--- src/rtl/tpu_bridge_pkg.sv ---
// rtl/tpu_bridge_pkg.sv - shared constants, FSM encoding and helpers for tpu_host_bridge
// Contents: region base addresses, region index width, err_flags bit positions,
//           bridge FSM state enum, signed int8 saturation helper.
package tpu_bridge_pkg;

  localparam logic [7:0] WEIGHT_BASE = 8'h00;
  localparam logic [7:0] ACT_BASE    = 8'h40;
  localparam logic [7:0] RESULT_BASE = 8'h80;

  // Offset within a 64-byte host region.
  localparam int IDX_W = 6;

  localparam int ERR_WR_BUSY   = 0;
  localparam int ERR_RES_STRAY = 1;

  typedef enum logic [2:0] {
    ST_IDLE    = 3'd0,
    ST_SEND_W  = 3'd1,
    ST_SEND_A  = 3'd2,
    ST_COLLECT = 3'd3,
    ST_DONE    = 3'd4
  } state_t;

  // Clamp a signed 16-bit accumulator into the signed 8-bit range.
  function automatic logic [7:0] sat_s8(input logic [15:0] v);
    logic signed [15:0] s;
    s = signed'(v);
    if (s > 16'sd127) begin
      return 8'h7F;
    end else if (s < -16'sd128) begin
      return 8'h80;
    end else begin
      return v[7:0];
    end
  endfunction

endpackage

--- src/rtl/tpu_bridge_buf.sv ---
// rtl/tpu_bridge_buf.sv - DEPTH x DATA_W register buffer with one write and two async read ports
// Ports: clk, rst_n (async active-low)
//        we, widx, wdata         : host write port, lands on the clock edge
//        host_idx, host_rdata    : combinational host read, 0 for idx >= DEPTH
//        strm_idx, strm_rdata    : combinational streamer read, 0 for idx >= DEPTH
module tpu_bridge_buf
  import tpu_bridge_pkg::*;
#(
  parameter int DEPTH  = 16,
  parameter int DATA_W = 8,
  parameter int CW     = 5
) (
  input  logic              clk,
  input  logic              rst_n,
  input  logic              we,
  input  logic [IDX_W-1:0]  widx,
  input  logic [DATA_W-1:0] wdata,
  input  logic [IDX_W-1:0]  host_idx,
  output logic [DATA_W-1:0] host_rdata,
  input  logic [CW-1:0]     strm_idx,
  output logic [DATA_W-1:0] strm_rdata
);

  logic [DATA_W-1:0] mem [DEPTH];

  always_ff @(posedge clk or negedge rst_n) begin
    if (!rst_n) begin
      for (int i = 0; i < DEPTH; i++) begin
        mem[i] <= '0;
      end
    end else begin
      for (int i = 0; i < DEPTH; i++) begin
        if (we && (widx == IDX_W'(i))) begin
          mem[i] <= wdata;
        end
      end
    end
  end

  // Compare-and-select reads so out-of-range indices fall through to zero.
  always_comb begin
    host_rdata = '0;
    strm_rdata = '0;
    for (int i = 0; i < DEPTH; i++) begin
      if (host_idx == IDX_W'(i)) begin
        host_rdata = mem[i];
      end
      if (strm_idx == CW'(i)) begin
        strm_rdata = mem[i];
      end
    end
  end

endmodule

--- src/rtl/tpu_host_bridge.sv ---
// rtl/tpu_host_bridge.sv - host-side buffers and weight/activation streamer for the systolic engine
// Ports: clk, rst_n (async active-low)
//        host_addr/host_wdata/host_we/host_start : byte writes and run start from the UART side
//        host_rdata (combinational), host_busy, host_done, err_flags (sticky)
//        s_data/s_sel/s_last/s_valid/s_ready     : weight then activation stream to the engine
//        r_data/r_valid                          : result strobe from the engine, no backpressure
// Build option: define TPU_BRIDGE_RESULT_SAT_EN for int8-saturated result readback at 0x80+i;
//               otherwise results read back as low/high bytes at 0x80+2i / 0x81+2i.
module tpu_host_bridge
  import tpu_bridge_pkg::*;
#(
  parameter int DEPTH  = 16,
  parameter int DATA_W = 8,
  parameter int ACC_W  = 16
) (
  input  logic              clk,
  input  logic              rst_n,
  input  logic [7:0]        host_addr,
  input  logic [7:0]        host_wdata,
  input  logic              host_we,
  input  logic              host_start,
  output logic [7:0]        host_rdata,
  output logic              host_busy,
  output logic              host_done,
  output logic [1:0]        err_flags,
  output logic [DATA_W-1:0] s_data,
  output logic              s_sel,
  output logic              s_last,
  output logic              s_valid,
  input  logic              s_ready,
  input  logic [ACC_W-1:0]  r_data,
  input  logic              r_valid
);

  localparam int            CW   = $clog2(DEPTH) + 1;
  localparam logic [CW-1:0] LAST = CW'(DEPTH - 1);

  state_t            state, state_nx;
  logic [CW-1:0]     cnt;
  logic [CW-1:0]     rcnt;
  logic [1:0]        err_q;
  logic [ACC_W-1:0]  result [DEPTH];

  logic              host_idle;
  logic              start_ok;
  logic              wr_ok;
  logic              in_w_rgn;
  logic              in_a_rgn;
  logic              in_r_rgn;
  logic              fire;
  logic              beat_last;
  logic              res_take;
  logic [DATA_W-1:0] w_host, a_host, w_strm, a_strm;

  assign host_idle = (state == ST_IDLE) || (state == ST_DONE);
  assign start_ok  = host_start && host_idle;
  assign wr_ok     = host_we && host_idle;
  assign in_w_rgn  = host_addr[7:6] == WEIGHT_BASE[7:6];
  assign in_a_rgn  = host_addr[7:6] == ACT_BASE[7:6];
  assign in_r_rgn  = host_addr[7] == RESULT_BASE[7];
  assign fire      = s_valid && s_ready;
  assign beat_last = fire && (cnt == LAST);
  assign res_take  = r_valid && (state == ST_COLLECT);
  assign err_flags = err_q;

  tpu_bridge_buf #(.DEPTH(DEPTH), .DATA_W(DATA_W), .CW(CW)) u_wbuf (
    .clk        (clk),
    .rst_n      (rst_n),
    .we         (wr_ok && in_w_rgn),
    .widx       (host_addr[IDX_W-1:0]),
    .wdata      (host_wdata),
    .host_idx   (host_addr[IDX_W-1:0]),
    .host_rdata (w_host),
    .strm_idx   (cnt),
    .strm_rdata (w_strm)
  );

  tpu_bridge_buf #(.DEPTH(DEPTH), .DATA_W(DATA_W), .CW(CW)) u_abuf (
    .clk        (clk),
    .rst_n      (rst_n),
    .we         (wr_ok && in_a_rgn),
    .widx       (host_addr[IDX_W-1:0]),
    .wdata      (host_wdata),
    .host_idx   (host_addr[IDX_W-1:0]),
    .host_rdata (a_host),
    .strm_idx   (cnt),
    .strm_rdata (a_strm)
  );

  always_ff @(posedge clk or negedge rst_n) begin
    if (!rst_n) begin
      state <= ST_IDLE;
    end else begin
      state <= state_nx;
    end
  end

  always_comb begin
    state_nx = state;
    case (state)
      ST_IDLE, ST_DONE: if (host_start) state_nx = ST_SEND_W;
      ST_SEND_W:        if (beat_last) state_nx = ST_SEND_A;
      ST_SEND_A:        if (beat_last) state_nx = ST_COLLECT;
      ST_COLLECT:       if (r_valid && (rcnt == LAST)) state_nx = ST_DONE;
      default:          state_nx = ST_IDLE;
    endcase
  end

  // Stream outputs depend only on state and cnt; neither moves during a stall
  // and the buffers cannot be written while busy, so the beat holds steady.
  always_comb begin
    s_valid   = 1'b0;
    s_sel     = 1'b0;
    s_last    = 1'b0;
    s_data    = '0;
    host_busy = 1'b0;
    host_done = 1'b0;
    case (state)
      ST_SEND_W: begin
        s_valid   = 1'b1;
        s_data    = w_strm;
        host_busy = 1'b1;
      end
      ST_SEND_A: begin
        s_valid   = 1'b1;
        s_sel     = 1'b1;
        s_data    = a_strm;
        s_last    = cnt == LAST;
        host_busy = 1'b1;
      end
      ST_COLLECT: host_busy = 1'b1;
      ST_DONE:    host_done = 1'b1;
      default: ;
    endcase
  end

  always_ff @(posedge clk or negedge rst_n) begin
    if (!rst_n) begin
      cnt   <= '0;
      rcnt  <= '0;
      err_q <= '0;
      for (int i = 0; i < DEPTH; i++) begin
        result[i] <= '0;
      end
    end else begin
      if (start_ok) begin
        cnt  <= '0;
        rcnt <= '0;
      end else begin
        if (fire) begin
          cnt <= (cnt == LAST) ? '0 : cnt + 1'b1;
        end
        if (res_take) begin
          rcnt <= rcnt + 1'b1;
        end
      end

      for (int i = 0; i < DEPTH; i++) begin
        if (res_take && (rcnt == CW'(i))) begin
          result[i] <= r_data;
        end
      end

      // Start clears first; a stray result on the start edge still latches.
      if (start_ok) begin
        err_q <= '0;
      end
      if (host_we && !host_idle) begin
        err_q[ERR_WR_BUSY] <= 1'b1;
      end
      if (r_valid && (state != ST_COLLECT)) begin
        err_q[ERR_RES_STRAY] <= 1'b1;
      end
    end
  end

  always_comb begin
    host_rdata = 8'h00;
    if (in_w_rgn) begin
      host_rdata = w_host;
    end else if (in_a_rgn) begin
      host_rdata = a_host;
    end else if (in_r_rgn) begin
      for (int i = 0; i < DEPTH; i++) begin
`ifdef TPU_BRIDGE_RESULT_SAT_EN
        if (host_addr[6:0] == 7'(i)) begin
          host_rdata = sat_s8(result[i]);
        end
`else
        if (host_addr[6:1] == 6'(i)) begin
          host_rdata = host_addr[0] ? result[i][15:8] : result[i][7:0];
        end
`endif
      end
    end
  end

endmodule

--- config.mk ---
export PLATFORM = sky130hd
export DESIGN_NAME = tpu_host_bridge
export DESIGN_NICKNAME = d
export VERILOG_FILES = /design/src/rtl/tpu_bridge_pkg.sv /design/src/rtl/tpu_bridge_buf.sv /design/src/rtl/tpu_host_bridge.sv
export SDC_FILE = /design/constraint.sdc
export NUM_CORES = 1
export LEC_CHECK = 0
export ABC_AREA = 1
export CORE_MARGIN = 2
export CORE_UTILIZATION = 25
export CTS_CLUSTER_DIAMETER = 150
export DETAILED_ROUTE_END_ITERATION = 16
export MAX_ROUTING_LAYER = met4
export PLACE_DENSITY_LB_ADDON = 0.15
export SYNTH_ARGS = -nofsm -noshare
export SYNTH_HDL_FRONTEND = slang
export SYNTH_SLANG_ARGS = --single-unit
--- constraint.sdc ---
create_clock -name clk -period 5.1 [get_ports clk]
set_input_delay 0.51 -clock clk [delete_from_list [all_inputs] [get_ports clk]]
set_output_delay 0.51 -clock clk [all_outputs]
set_load 0.01 [all_outputs]
==> results of run 1 <==
final cells by class:
class / count / area, um^2
Clock buffer: 100 / 1990
Fill cell: 11700 / 75600
Sequential cell: 527 / 13200
Inverter: 248 / 933
Antenna cell: 1 / 2.50
Timing Repair Buffer: 155 / 1370
Tap cell: 1403 / 1760
Clock inverter: 12 / 153
Multi-Input combinational cell: 2558 / 11800
cells in the mapped netlist, types with 7 or more instances:
library cell and n:
inv_2 32, nor2_1 175, mux2i_1 18, a21oi_1 69, o21ai_1 32, nand4_1 52
o211ai_1 51, buf_6 7, buf_2 45, o21ai_0 607, nor2_2 16, dfrtp_1 527
ha_1 9, nor3_1 29, inv_1 214, or2_2 47, clkbuf_1 146, nand2_1 1235
nand3b_1 14, nor2_4 11, nand3_1 138
layer usage:
layer	GRT usage [%]	share of wire (%)	routed length, um
met4	3.90	1.9	1790
met3	2.08	3.5	3370
met2	28.4	47	44600
met5	-	0	0
met1	24.1	48	45300
logic make-up after synthesis:
family,after synthesis
compound gates,784
xor+xnor,1
buf+inv,454
simple gates,1746
fa+ha+maj,9
mux,18
flops,527
what timing repair did:
| action | 4_1_cts | 5_1_grt |
|---|---|---|
| setup endpoints to repair | 0 | 0 |
| endpoints found under the hold margin | 81 | 0 |
| hold buffers | 1 | 0 |
sequential cells by signal, summed over array words and instances, names as in the netlist:
signal and cells:
rcnt 5, u_wbuf.mem 128, result 256, cnt 5, state 3, err_flags 2, u_abuf.mem 128
worst paths after layout:
path	startpoint	to	slack, ps	depth (start not counted)
min in group asynchronous	rst_n	u_abuf.mem[112]	550	2
hold / removal	result[35]	result[35]	480	2
hold reg to reg	result[35]	result[35]	480	2
setup reg to reg	state[2]	result[135]	2040	5
max in group asynchronous	rst_n	u_wbuf.mem[10]	3320	3
setup / recovery	cnt[1]	s_data[1]	500	23
stage by stage:
step           power [mW]  hold WS [ps]
4_1_cts              11.2           481
3_3_place_gp         6.36           459
3_5_place_dp         6.36           466
5_1_grt              11.5           500
2_1_floorplan        5.53           214
6_report             11.0           476
critical path: cells and delay by family, from the launching register on:
kind | cells | cell delay [ps]
adder cells (fa/ha/maj) | 1 | 210
buffers and inverters | 4 | 900
flip-flops | 1 | 410
AND/OR/NAND/NOR | 18 | 1950
power breakdown:
group	total, mW	internal, mW	leakage [nW]	switching [mW]
registers	4.43	4.32	7.33	0.112
logic	1.82	0.548	5.64	1.27
clock network	4.73	2.80	1.05	1.93
==> out/summary.md, run 1 <==
The flow ran to the end, and the final reports show no timing, DRC or antenna violations. After synthesis, the cell types taking the most area are dfrtp_1 49%, nand2_1 17%, o21ai_0 11%. The cell area after layout was 31200 um^2; the post-CTS setup-driven buffer insertion count was 0. The max-slew violation count was 0.

The total area inside the core boundary comes to 107000 um^2. For the worst setup path, the data required time is 4590 ps. The final layout contains routed wiring with a total length of 95100 um.

For the fraction of the yosys area taken by sequential cells, the log shows 49.2%. The worst hold path belongs to the class flop to flop. The fraction of layout cells with a size suffix above 1 is 9.00%. The slew at the pin closest to its max-slew limit is 1110 ps. Before CTS, the worst setup slack after placement is 533 ps.

TritonCTS built the clock tree. The basic-gate share of the synthesized area counting and, or, nand and nor cells came out at 27.3%. The clock drives 527 sinks.

The library cells used most frequently in the layout, excluding fill and tap cells, are 1235 x nand2_1, 607 x o21ai_0, 527 x dfrtp_1. The level count of the clock H-tree was 3. After layout, the worst setup slack is 504 ps. The run gives 4090 ps as the arrival time at the worst endpoint. Once the clock tree was built, the resizer swapped 0 gates to a different size. Once placement finished, the instance area stood at 29000 um^2. Critical path startpoint category: a flop. The initial antenna violation count was 2.

In the final routed layout, each cell accounts on average for 19.0 um. The synthesized area divided by synthesized cell count was 7.57 um^2. The run gives 67 as the clock buffer count from CTS.

The run gives 0 as the number of synthesis warnings. The cell that appears most often on the critical path is nand2_1. The parity-gate share of the synthesized area counting xor and xnor cells was 0.0327%; the post-synthesis cell area was 26800 um^2. Setup violations remaining at the end of the flow were counted as 0. By area, the combinational part of the netlist is dominated by simple AND/OR/NAND/NOR gates.

Counting I/O delays and the setup requirement, the final critical path takes 4600 ps. Among all flip-flop cells after synthesis, the most frequent one is dfrtp_1. Starting utilization of the core area: 25.1%. The area growth from synthesis to layout is 16.3%.

The antenna violation net count after detailed routing was 0; the vertical die dimension was 331 um. The fraction of post-synthesis cell area in the top cell type by area is 49.2%. The part of the cycle the worst path needs is 90.1%, and the via count of the first global-routing pass is 22700. The DRC violation total after the first TritonRoute iteration came out at 1762. The tools report the total of max-cap violations as 0. The async set or reset register ratio after synthesis works out to 100%.

The critical path goes through inv_1, ha_1, inv_1, nor2_2, nor2_2, buf_4, nand2_1, nand2_1, nand3_1, nand4_1, nand2_1, nand2_1, nand2_1, nand3_1, nand3_1, nand3_1, nand2_1, nand2_1, nand2_1, nand2_1, nand2_1, nand2_1, clkdlybuf4s50_1. For this run, the slowest stage of the critical path takes 500 ps. The type of the worst setup path was flop to output pin. In this run, placement finished with an instance count of 4890. The tools report the CTS root buffer as clkbuf_16. Pin placement for this block handled 61 I/O pins.

Setup repair after global routing left no endpoint under its margin. The count of different cell masters after synthesis is 47, and the cell area power density is 352 nW/um^2. In this run the horizontal extent of the chip is 331 um. The congestion estimate from routability-driven global placement came to 0.840. The via density per instance was 4.65. The multiplexer share of the synthesized area was 0.672%. Synthesis produced 3539 cells.

After clock tree synthesis, the clock-pin slew on the worst setup and hold paths is 60 ps. The detailed router placed 23200 vias in this run. The run gives 120 as the cell row count.

After synthesis the netlist holds a flip-flop and latch count of 527. Summed over all instances, the cell type with the most area after synthesis is dfrtp_1. In the routed design, unresolved DRC markers number 0. The full die area came out at 110000 um^2. Excluding fillers, the count of instances in the completed layout stands at 5004. Leaving out fill and tap cells, the most frequent cell in the layout is nand2_1.

Share of the core filled with cells in the final layout: 29.2%. The synthesized netlist net count came out at 3586. The peak ir drop on the vdd network came out at 209 uV. The logs give 0 for the final hold violation count and 64600 um for the detailed-placement wirelength estimate. The leakage power figure was 14.0 nW.

The synthesized netlist devotes 15.5% of its cell area to compound gates. Static timing analysis puts the maximum clock frequency at 218 MHz. Entering global routing, the biggest net connects 102 pins. For this design, the slowest cell found on the critical path is clkdlybuf4s50_1.

The clock arrives with 19.4 ps of skew. The relative slew slack is 25.7%, and the wire length of the first global-routing pass is 147000 um. The number of synthesized flops with an enable pin works out to 0. Port buffering added 60 buffers. Global routing finished with a remaining overflow of 0. The top fanout value on the critical path was 10. The worst setup path is captured at an output pin. The run gives 620 ps as the clock latency of the later-clocked register in the worst-skew pair.

Final net count: 3604. Across every metal layer, demand over resource in global routing totals 17.8%. The run gives 7 as the first-pass iteration count of the detailed router. The maximum count of clock buffers along a single path is 3.

After routing, the total negative slack on setup checks comes to 0 ps. The adder and majority cell fraction of the synthesized area is 0.420%.
Note: power is estimated with default switching activity, not from simulation.
==> inputs of run 2 (changes only) <==
- SKIP_LAST_GASP: unset -> 1
==> results of run 2 <==
The final DEF is identical to that of run 1; final timing and power are the same.
